<file path="config.mk">
export PLATFORM = sky130hd
export DESIGN_NAME = shift_pipe
export DESIGN_NICKNAME = d
export VERILOG_FILES = /design/src/rtl/shift_pkg.sv /design/src/rtl/shift_slice.sv /design/src/rtl/shift_pipe.sv
export SDC_FILE = /design/constraint.sdc
export NUM_CORES = 1
export LEC_CHECK = 0
export CAP_MARGIN = 15
export CORE_UTILIZATION = 35
export DETAILED_ROUTE_END_ITERATION = 6
export PLACE_DENSITY_LB_ADDON = 0.25
export SYNTH_ARGS = -nofsm -noshare
export SYNTH_HDL_FRONTEND = slang
export SYNTH_HIERARCHICAL = 1
export SYNTH_SLANG_ARGS = --single-unit
</file>
<file path="constraint.sdc">
create_clock -name clk -period 2.1 [get_ports clk]
set_input_delay 0.315 -clock clk [delete_from_list [all_inputs] [get_ports clk]]
set_output_delay 0.315 -clock clk [all_outputs]
set_load 0.005 [all_outputs]
</file>
<file path="src/rtl/shift_pkg.sv">
// Shared definitions for the pipelined shift unit: op encodings and a
// constant log2 helper used to size amount fields.
package shift_pkg;

  typedef enum logic [2:0] {
    SH_SLL = 3'b000,
    SH_SRL = 3'b001,
    SH_SRA = 3'b010,
    SH_ROR = 3'b011,
    SH_ROL = 3'b100
  } op_t;

  function automatic int clog2(input int value);
    int result;
    result = 0;
    for (int v = value - 1; v > 0; v = v >> 1) begin
      result++;
    end
    return result;
  endfunction

endpackage

</file>
<file path="src/rtl/shift_slice.sv">
// One register slice of the shift pipeline: applies its barrel levels to the
// incoming operand, then registers the result with a valid/ready handshake.
module shift_slice
  import shift_pkg::*;
#(
  parameter int WIDTH = 32,
  parameter int SHW   = 5,
  parameter int TAG_W = 5,
  parameter int FIRST = 0,
  parameter int NLEV  = 1
) (
  input  logic             clk,
  input  logic             rst_n,
  input  logic             flush_i,
  input  logic             in_valid_i,
  output logic             in_ready_o,
  input  logic [WIDTH-1:0] data_i,
  input  logic [SHW-1:0]   amt_i,
  input  logic [2:0]       op_i,
  input  logic             fill_i,
  input  logic [TAG_W-1:0] tag_i,
  output logic             out_valid_o,
  input  logic             out_ready_i,
  output logic [WIDTH-1:0] data_o,
  output logic [SHW-1:0]   amt_o,
  output logic [2:0]       op_o,
  output logic             fill_o,
  output logic [TAG_W-1:0] tag_o
);

  localparam logic [WIDTH-1:0] ONES = '1;

  logic [WIDTH-1:0] shifted;
  logic             valid_q;

  // Levels outside [FIRST, FIRST+NLEV) belong to other slices; a trailing
  // slice may own none of them and then only re-registers.
  always_comb begin
    shifted = data_i;
    for (int k = 0; k < SHW; k++) begin
      if (k >= FIRST && k < FIRST + NLEV && amt_i[k]) begin
        case (op_i)
          SH_SLL:         shifted = shifted << (1 << k);
          SH_SRL, SH_SRA: shifted = (shifted >> (1 << k)) |
                                    (fill_i ? ~(ONES >> (1 << k)) : '0);
          SH_ROR:         shifted = (shifted >> (1 << k)) |
                                    (shifted << (WIDTH - (1 << k)));
          default:        shifted = shifted;
        endcase
      end
    end
  end

  assign in_ready_o  = !valid_q || out_ready_i;
  assign out_valid_o = valid_q;

  always_ff @(posedge clk or negedge rst_n) begin
    if (!rst_n) begin
      valid_q <= 1'b0;
    end else if (flush_i) begin
      valid_q <= 1'b0;
    end else if (in_ready_o) begin
      valid_q <= in_valid_i;
    end
  end

  always_ff @(posedge clk or negedge rst_n) begin
    if (!rst_n) begin
      data_o <= '0;
      amt_o  <= '0;
      op_o   <= SH_SLL;
      fill_o <= 1'b0;
      tag_o  <= '0;
    end else if (in_valid_i && in_ready_o) begin
      data_o <= shifted;
      amt_o  <= amt_i;
      op_o   <= op_i;
      fill_o <= fill_i;
      tag_o  <= tag_i;
    end
  end

endmodule

</file>
<file path="src/rtl/shift_pipe.sv">
// Pipelined shifter for the execute stage: normalises the request on entry,
// then spreads the barrel levels over STAGES handshaked register slices.
module shift_pipe
  import shift_pkg::*;
#(
  parameter int WIDTH  = 32,
  parameter int STAGES = 2,
  parameter int TAG_W  = 5,
  localparam int SHW   = clog2(WIDTH)
) (
  input  logic             clk,
  input  logic             rst_n,
  input  logic             flush_i,
  input  logic             in_valid_i,
  output logic             in_ready_o,
  input  logic [WIDTH-1:0] data_i,
  input  logic [WIDTH-1:0] rs_i,
  input  logic [SHW-1:0]   shamt_i,
  input  logic             var_shift_i,
  input  logic [2:0]       op_i,
  input  logic [TAG_W-1:0] tag_i,
  output logic             out_valid_o,
  input  logic             out_ready_i,
  output logic [WIDTH-1:0] result_o,
  output logic [TAG_W-1:0] tag_o,
  output logic             zero_o
);

  localparam int             LPS     = (SHW + STAGES - 1) / STAGES;
  localparam logic [SHW-1:0] AMT_ONE = 1;

  logic [SHW-1:0]   amt_sel;
  logic [SHW-1:0]   norm_amt;
  logic [2:0]       norm_op;
  logic             norm_fill;

  logic             v_c [STAGES+1];
  logic [WIDTH-1:0] d_c [STAGES+1];
  logic [SHW-1:0]   a_c [STAGES+1];
  logic [2:0]       o_c [STAGES+1];
  logic             f_c [STAGES+1];
  logic [TAG_W-1:0] t_c [STAGES+1];
  logic             unused_bits;

  assign amt_sel = var_shift_i ? rs_i[SHW-1:0] : shamt_i;

  // ROL becomes ROR by the two's complement of the amount (0 stays 0), and
  // reserved ops become a zero-amount SLL so the slices only see four ops.
  always_comb begin
    norm_amt  = amt_sel;
    norm_op   = op_i;
    norm_fill = 1'b0;
    case (op_i)
      SH_SLL, SH_SRL, SH_ROR: norm_op = op_i;
      SH_SRA: norm_fill = data_i[WIDTH-1];
      SH_ROL: begin
        norm_op  = SH_ROR;
        norm_amt = ~amt_sel + AMT_ONE;
      end
      default: begin
        norm_op  = SH_SLL;
        norm_amt = '0;
      end
    endcase
  end

  assign v_c[0] = in_valid_i;
  assign d_c[0] = data_i;
  assign a_c[0] = norm_amt;
  assign o_c[0] = norm_op;
  assign f_c[0] = norm_fill;
  assign t_c[0] = tag_i;

  // Ready wires live per slice so the combinational chain never loops
  // through a single shared vector.
  for (genvar s = 0; s < STAGES; s++) begin : g_slice
    logic up_rdy;
    logic down_rdy;

    if (s == STAGES - 1) begin : g_last
      assign down_rdy = out_ready_i;
    end else begin : g_mid
      assign down_rdy = g_slice[s+1].up_rdy;
    end

    shift_slice #(
      .WIDTH (WIDTH),
      .SHW   (SHW),
      .TAG_W (TAG_W),
      .FIRST (s * LPS),
      .NLEV  (LPS)
    ) u_slice (
      .clk         (clk),
      .rst_n       (rst_n),
      .flush_i     (flush_i),
      .in_valid_i  (v_c[s]),
      .in_ready_o  (up_rdy),
      .data_i      (d_c[s]),
      .amt_i       (a_c[s]),
      .op_i        (o_c[s]),
      .fill_i      (f_c[s]),
      .tag_i       (t_c[s]),
      .out_valid_o (v_c[s+1]),
      .out_ready_i (down_rdy),
      .data_o      (d_c[s+1]),
      .amt_o       (a_c[s+1]),
      .op_o        (o_c[s+1]),
      .fill_o      (f_c[s+1]),
      .tag_o       (t_c[s+1])
    );
  end

  assign in_ready_o  = g_slice[0].up_rdy;
  assign out_valid_o = v_c[STAGES];
  assign result_o    = d_c[STAGES];
  assign tag_o       = t_c[STAGES];
  assign zero_o      = (d_c[STAGES] == '0);

  assign unused_bits = ^{rs_i[WIDTH-1:SHW], a_c[STAGES], o_c[STAGES], f_c[STAGES]};

endmodule
</file>
==> results.md, run 1 <==
* CP bufs+invs at 4
* # rows at 51
* Cell mode on critical path: buf_6
* Initial antenna violation count at 0
* Clk root buf: clkbuf_16
* Cell Chain, Critical Path: buf_8 -> or3b_4 -> a21oi_2 -> buf_6 -> and2b_2 -> buf_6 -> buf_4 -> o22ai_2 -> nor2_1 -> o31ai_2 -> or3_1 -> a221oi_2
* Fin crit period at 2.283 ns
* Routed len/inst at 19.86 µm
* Grt ovf at 0
* Via count at 8773
* Leak at 4.717 nW
* CP max FO at 5
* GPL Wtd Cong at 0.9647
* DP HPWL at 21830 µm
* Cell Area, Synth at 7157 µm²
* Die width at 145.0 µm
* CP peak stage delay at 0.42 ns
* PortBufs at 95
* Synth Warn # at 6
* Vias per cell at 5.952
* Commonest non-fill, non-tap cell in the layout: buf_4
* Critical Path AT at 2.53 ns
* Fin crit share at 108.7%
* Status: complete, but fails checks
* Worst IR Drop VDD at 0.4573 mV
* Crit path kind: in -> reg
* Most frequent cells in the layout: buf_4 (217), nand2_1 (150), clkdlybuf4s50_1 (85)
* TritonCTS clock tree: built
* Crit end category: register
* Endpoints failing hold at 0
* Residual DRC count at 0
* ANT nets after route at 0
* Pwr/cell area at 623.6 nW/µm²
* Place WS at -1.282 ns
* HP Class: in -> async
* R2R Setup Slk at 0.21 ns
* WL final at 29270 µm
* Final nets at 1288
* Die ar. at 21020 µm²
* I/O Pins at 123
* Worst skew pair latency at 0.35 ns
* First-pass GRT wire length at 45820 µm
* Reg area at 2052 µm²
* Clock-pin slew on the worst setup and hold paths at 0.06 ns
* Setup ws final at -0.1831 ns
* Share of cells above drive strength 1 at 35.32%
* Sum of negative setup slack at -2.470 ns
* Num CTS Buffers at 9
* Final setup fails at 31
* Clk_skew at 0.01079 ns
* Area delta synth->final at 56.19%
* Max cap viols at 0
* Diode count at 0
* Fillers at 1841
* Worst-path cell with the longest stage delay: or3b_4
* Core area at 19780 µm²
* Fin. max-slew vios at 0
* RSZ-0062 raised after global routing: yes
* Sink Count at 82
* CTS Buffer Depth at 2
* Failing checks: setup timing
* Tot GR Track Use at 27.28%
* Actual slew at the worst max-slew pin at 0.5818 ns
* Top cell family by delay on the critical path: simple AND/OR/NAND/NOR gates
* Initial Util at 36.18%
* Pre-antenna DRT Iters at 6
* Avg Cell Area, Syn at 7.687 µm²
* Max-slew headroom at 61.17%
* Die span in y at 145.0 µm
* Area of the multi-input gates at 5309 µm²
* Startpoint Class: input port
* Vias in the first global route at 8318
* Max Clock Freq at 438.0 MHz
* H-tree levels at 3
* Drt initial violations at 937
* Pin count of the biggest net entering global routing at 49
* Post-synthesis cell count at 931
* Critical path required time at 2.35 ns
-- flip-flops by register name, indices dropped and copies added (netlist names) --
| register | count |
|---|---|
| g_slice.u_slice/data_o | 64 |
| g_slice.u_slice/tag_o | 10 |
| g_slice.u_slice/op_o | 3 |
| g_slice.u_slice/amt_o | 2 |
| g_slice.u_slice/out_valid_o | 2 |
| g_slice.u_slice/fill_o | 1 |
-- power by group --
group | switching, mW | total, mW | internal (mW)
Clock | 0.725 | 1.56 | 0.835
Combinational | 1.52 | 3.17 | 1.65
Sequential | 0.359 | 2.24 | 1.88
Total | 2.60 | 6.97 | 4.37
-- path summary, 6_finish.rpt --
check | cells past startpoint | endpoint | from
worst max-delay path | 12 | g_slice[0].u_slice/data_o[26] | op_i[1]
worst min-delay path | 2 | g_slice[1].u_slice/out_valid_o | rst_n
worst max register to register | 6 | g_slice[1].u_slice/data_o[30] | g_slice[0].u_slice/op_o[0]
worst min register to register | 2 | g_slice[1].u_slice/tag_o[1] | g_slice[0].u_slice/tag_o[1]
max in group asynchronous | 3 | g_slice[0].u_slice/data_o[21] | rst_n
min in group clk | 2 | g_slice[1].u_slice/tag_o[1] | g_slice[0].u_slice/tag_o[1]
-- worst register-to-register path: stages, from the launching register on --
cell and delay (ns):
dfrtp_1 0.41, buf_4 0.18, xnor2_2 0.17, buf_4 0.20, nand2b_1 0.13, and3_1 0.47
a221oi_1 0.19
-- repair_timing --
item | CTS | global route
endpoints found under the hold margin | 34 | 0
hold buffers | 1 | 0
gates cloned | 3 | 0
endpoints found under the setup margin | 33 | 34
pin swaps | 30 | 45
buffers inserted | 18 | 20
resized for setup | 116 | 91
-- layout make-up --
| class | count | share of cell area [%] |
|---|---|---|
| clock inverters | 7 | 0.5932 |
| inverters | 9 | 0.3022 |
| clock buffers | 9 | 2.015 |
| well taps | 265 | 2.966 |
| repair buffers | 348 | 28.27 |
| flip-flops and latches | 82 | 18.36 |
| multi-input cells | 754 | 47.49 |
-- layer usage --
| metal | GRT usage [%] | wire [µm] | part of all wire [%] | vias to the layer above |
|---|---|---|---|---|
| met1 | 35.91 | 12200 | 42 | 4214 |
| met3 | 3.836 | 2157 | 7.4 | 99 |
| met5 | 0 | 0 | 0 | - |
| met2 | 43.89 | 13500 | 46 | 448 |
| met4 | 12.98 | 1411 | 4.8 | 0 |
| li1 | - | - | - | 4012 |
-- per-stage QoR --
step / cell area (µm²) / hold slack [ns] / cells / util (%) / total power, mW
2_1_floorplan: 7261 / 0.01941 / 932 / - / 3.605
3_3_place_gp: 9802 / 0.3027 / 1421 / 49.55 / 5.011
3_5_place_dp: 9802 / 0.3004 / 1421 / 49.55 / 5.027
4_1_cts: 10680 / 0.4752 / 1457 / 53.98 / 6.787
5_1_grt: 11180 / 0.4827 / 1474 / 56.51 / 7.309
6_report: 11180 / 0.4626 / 1474 / 56.51 / 6.971
No activity file was read; power rests on OpenSTA's default activity.
==> run 2: changes to the inputs <==
Settings changed: CTS_CLUSTER_DIAMETER set to 80.
==> results of run 2 <==
The final DEF is identical to that of run 1; final timing and power are the same.
==> run 3: changes to the inputs <==
Settings changed: ABC_CLOCK_PERIOD_IN_PS set to 2100, CTS_CLUSTER_DIAMETER 80 to 200, SKIP_CTS_REPAIR_TIMING set to 1.
==> run 3 against run 2 <==
  * The flow still finishes with violations (setup timing)
  * Clock power is essentially flat
  * Core utilization shrank 2.0 points
  * Clock skew shrank 0.0019 ns
  * Setup slack lost 0.044 ns
  * Critical path depth grew 1
  * Clock-buffer cell count is the same
  * Combinational power shrank 4%
  * Sequential share of layout area grew 0.66 points
  * First-iteration DRC count shrank 14%
  * Critical endpoint unchanged
  * Largest power group unchanged
  * Highest routed layer unchanged
==> results.md, run 3 (synthesis results as in run 1) <==
* Status: complete, but fails checks
* Failing checks: setup timing
* Worst R2R Start: g_slice[0].u_slice/op_o[0]
* Fillers at 1883 (+2.3%)
* Post-route core utilization at 54.55% (-2.0 points)
* Area delta synth->final at 50.79%
* Commonest non-fill, non-tap cell in the layout: buf_4
* Area of the multi-input gates at 5109 µm² (-3.8%)
* Residual DRC count at 0 (unchanged)
* Max reg flops at 64 (unchanged)
* Max cap viols at 0 (unchanged)
* Sink Count at 82 (unchanged)
* Top sig layer: met4
* Crit end category: register
* Largest registers: g_slice.u_slice/data_o x64, g_slice.u_slice/tag_o x10, g_slice.u_slice/op_o x3
* Pin count of the biggest net entering global routing at 49 (unchanged)
* Die ar. at 21020 µm² (unchanged)
* Pwr/cell area at 635.1 nW/µm² (+1.8%)
* Drt initial violations at 810 (-14%)
* RSZ-0062 raised after global routing: yes
* Final setup fails at 31 (unchanged)
* Endpoints failing hold at 0 (unchanged)
* Die span in y at 145.0 µm (unchanged)
* Leak at 4.596 nW (-2.6%)
* Core area at 19780 µm² (unchanged)
* Critical path required time at 2.35 ns (about the same)
* Critical Path AT at 2.58 ns (+0.05 ns)
* First-pass GRT wire length at 44090 µm (-3.8%)
* Vias per cell at 5.876 (-1.3%)
* TritonCTS clock tree: built
* Sum of negative setup slack at -3.163 ns (-0.6925 ns)
* Tot GR Track Use at 26.25% (-1.0 points)
* Max Clock Freq at 429.7 MHz (-1.9%)
* Via count at 8562 (-2.4%)
* PortBufs at 95 (unchanged)
* Critical path destination: g_slice[0].u_slice/data_o[26]
* Post-Layout Cell Count at 1457 (-1.2%)
* Critical path startpoint: op_i[0]
* Placed instance count at 1421 (unchanged)
* Most frequent cells in the layout: buf_4 (208), nand2_1 (158), clkdlybuf4s50_1 (85)
* CP max FO at 8 (+3)
* Grt ovf at 0 (unchanged)
* Max-slew headroom at 61.92% (+0.75 points)
* # rows at 51 (unchanged)
* Fin. max-slew vios at 0 (unchanged)
* Num CTS Buffers at 9 (unchanged)
* Diode count at 0 (unchanged)
* CTS Buffer Depth at 2 (unchanged)
* Share of cells above drive strength 1 at 31.54% (-3.8 points)
* Reg2reg end: g_slice[1].u_slice/data_o[30]
* Vias in the first global route at 7995 (-3.9%)
* Initial antenna violation count at 0 (unchanged)
* Fin crit share at 110.8% (+2.1 points)
* Reg area at 2052 µm² (unchanged)
* Final nets at 1271 (-1.3%)
* DP HPWL at 21830 µm (unchanged)
* Setup ws final at -0.2271 ns (-0.04407 ns)
* H-tree levels at 3 (unchanged)
* Actual slew at the worst max-slew pin at 0.5705 ns (-0.01126 ns)
* Die width at 145.0 µm (unchanged)
* Met1 WL at 12200 µm (about the same)
* Routed len/inst at 19.50 µm (-1.8%)
* R2R Setup Slk at 0.22 ns (about the same)
* HP Class: in -> async
* Met3 WL post-DR at 1951 µm (-9.6%)
* Routed wl met2 at 13230 µm (-2.0%)
* Place WS at -1.282 ns (unchanged)
* Clock-pin slew on the worst setup and hold paths at 0.06 ns (about the same)
* Pre-antenna DRT Iters at 6 (unchanged)
* Startpoint Class: input port
* Register with the most flip-flops: g_slice.u_slice/data_o
* Clk_skew at 0.008913 ns (-0.001876 ns)
* I/O Pins at 123 (unchanged)
* Crit path kind: in -> reg
* Clk root buf: clkbuf_16
* R2r worst-path depth at 6 (unchanged)
* Worst IR Drop VDD at 0.4488 mV (-1.8%)
* Fin crit period at 2.327 ns (+0.04407 ns)
* Initial Util at 36.18% (unchanged)
* WL final at 28410 µm (-2.9%)
* Worst skew pair latency at 0.35 ns (about the same)
* GPL Wtd Cong at 0.9647 (unchanged)
* ANT nets after route at 0 (unchanged)
[run 3: cell types whose count changed in the layout (fill, tap and decap cells not counted), sizes merged]
| cell | before | now |
|---|---|---|
| buf | 257 | 240 |
| bufbuf | 1 | 0 |
| clkbuf | 10 | 9 |
| clkdlybuf4s15 | 2 | 0 |
| dlygate4sd2 | 1 | 0 |
| dlymetal6s2s | 0 | 5 |
[run 3: final cells by class]
type / instances / area share, %
clock buffer: 9 / 2.087
timing repair buffer: 331 / 27.56
tap: 265 / 3.072
sequential: 82 / 19.01
inverter: 9 / 0.3130
multi-input combinational: 754 / 47.34
clock inverter: 7 / 0.6145
[run 3: worst min-delay path by stage]
stage / start / cells past startpoint / slack, ns / endpoint
2_1_floorplan: rst_n / 0 / 0.02 / g_slice[0].u_slice/amt_o[3]
6_report: rst_n / 2 / 0.46 / g_slice[1].u_slice/out_valid_o
3_5_place_dp: rst_n / 1 / 0.30 / g_slice[1].u_slice/out_valid_o
4_1_cts: rst_n / 1 / -0.06 / g_slice[1].u_slice/out_valid_o
5_1_grt: g_slice[0].u_slice/tag_o[1] / 2 / 0.48 / g_slice[1].u_slice/tag_o[1]
3_3_place_gp: rst_n / 1 / 0.30 / g_slice[1].u_slice/out_valid_o
[run 3: metrics by stage]
stage | total power [mW] | hold slack (ns) | area (µm²)
5_1_grt | 7.189 | 0.4827 | 10790
2_1_floorplan | 3.605 | 0.01941 | 7261
3_5_place_dp | 5.027 | 0.3004 | 9802
6_report | 6.854 | 0.4632 | 10790
3_3_place_gp | 5.011 | 0.3027 | 9802
4_1_cts | 6.589 | -0.06309 | 10090
[run 3: metal layers]
metal	global-route usage [%]	vias to the layer above
met3	3.019	67
met4	10.32	0
met1	35.83	4127
met5	0	-
li1	-	3971
met2	42.16	397
[run 3: report_power, final]
group	internal, mW	switching, mW
combinational	1.59	1.46
clock	0.835	0.728
sequential	1.88	0.358
total	4.30	2.55
[run 3: worst max-delay path, stage by stage]
cell and delay [ns]:
buf_8 0.10, or3b_4 0.41, a21oi_2 0.15, buf_6 0.14, and2b_1 0.17, buf_6 0.15, buf_6 0.11, buf_6 0.10
o22ai_4 0.08, nor2_4 0.14, o31ai_4 0.09, or3_1 0.39, a221oi_2 0.23
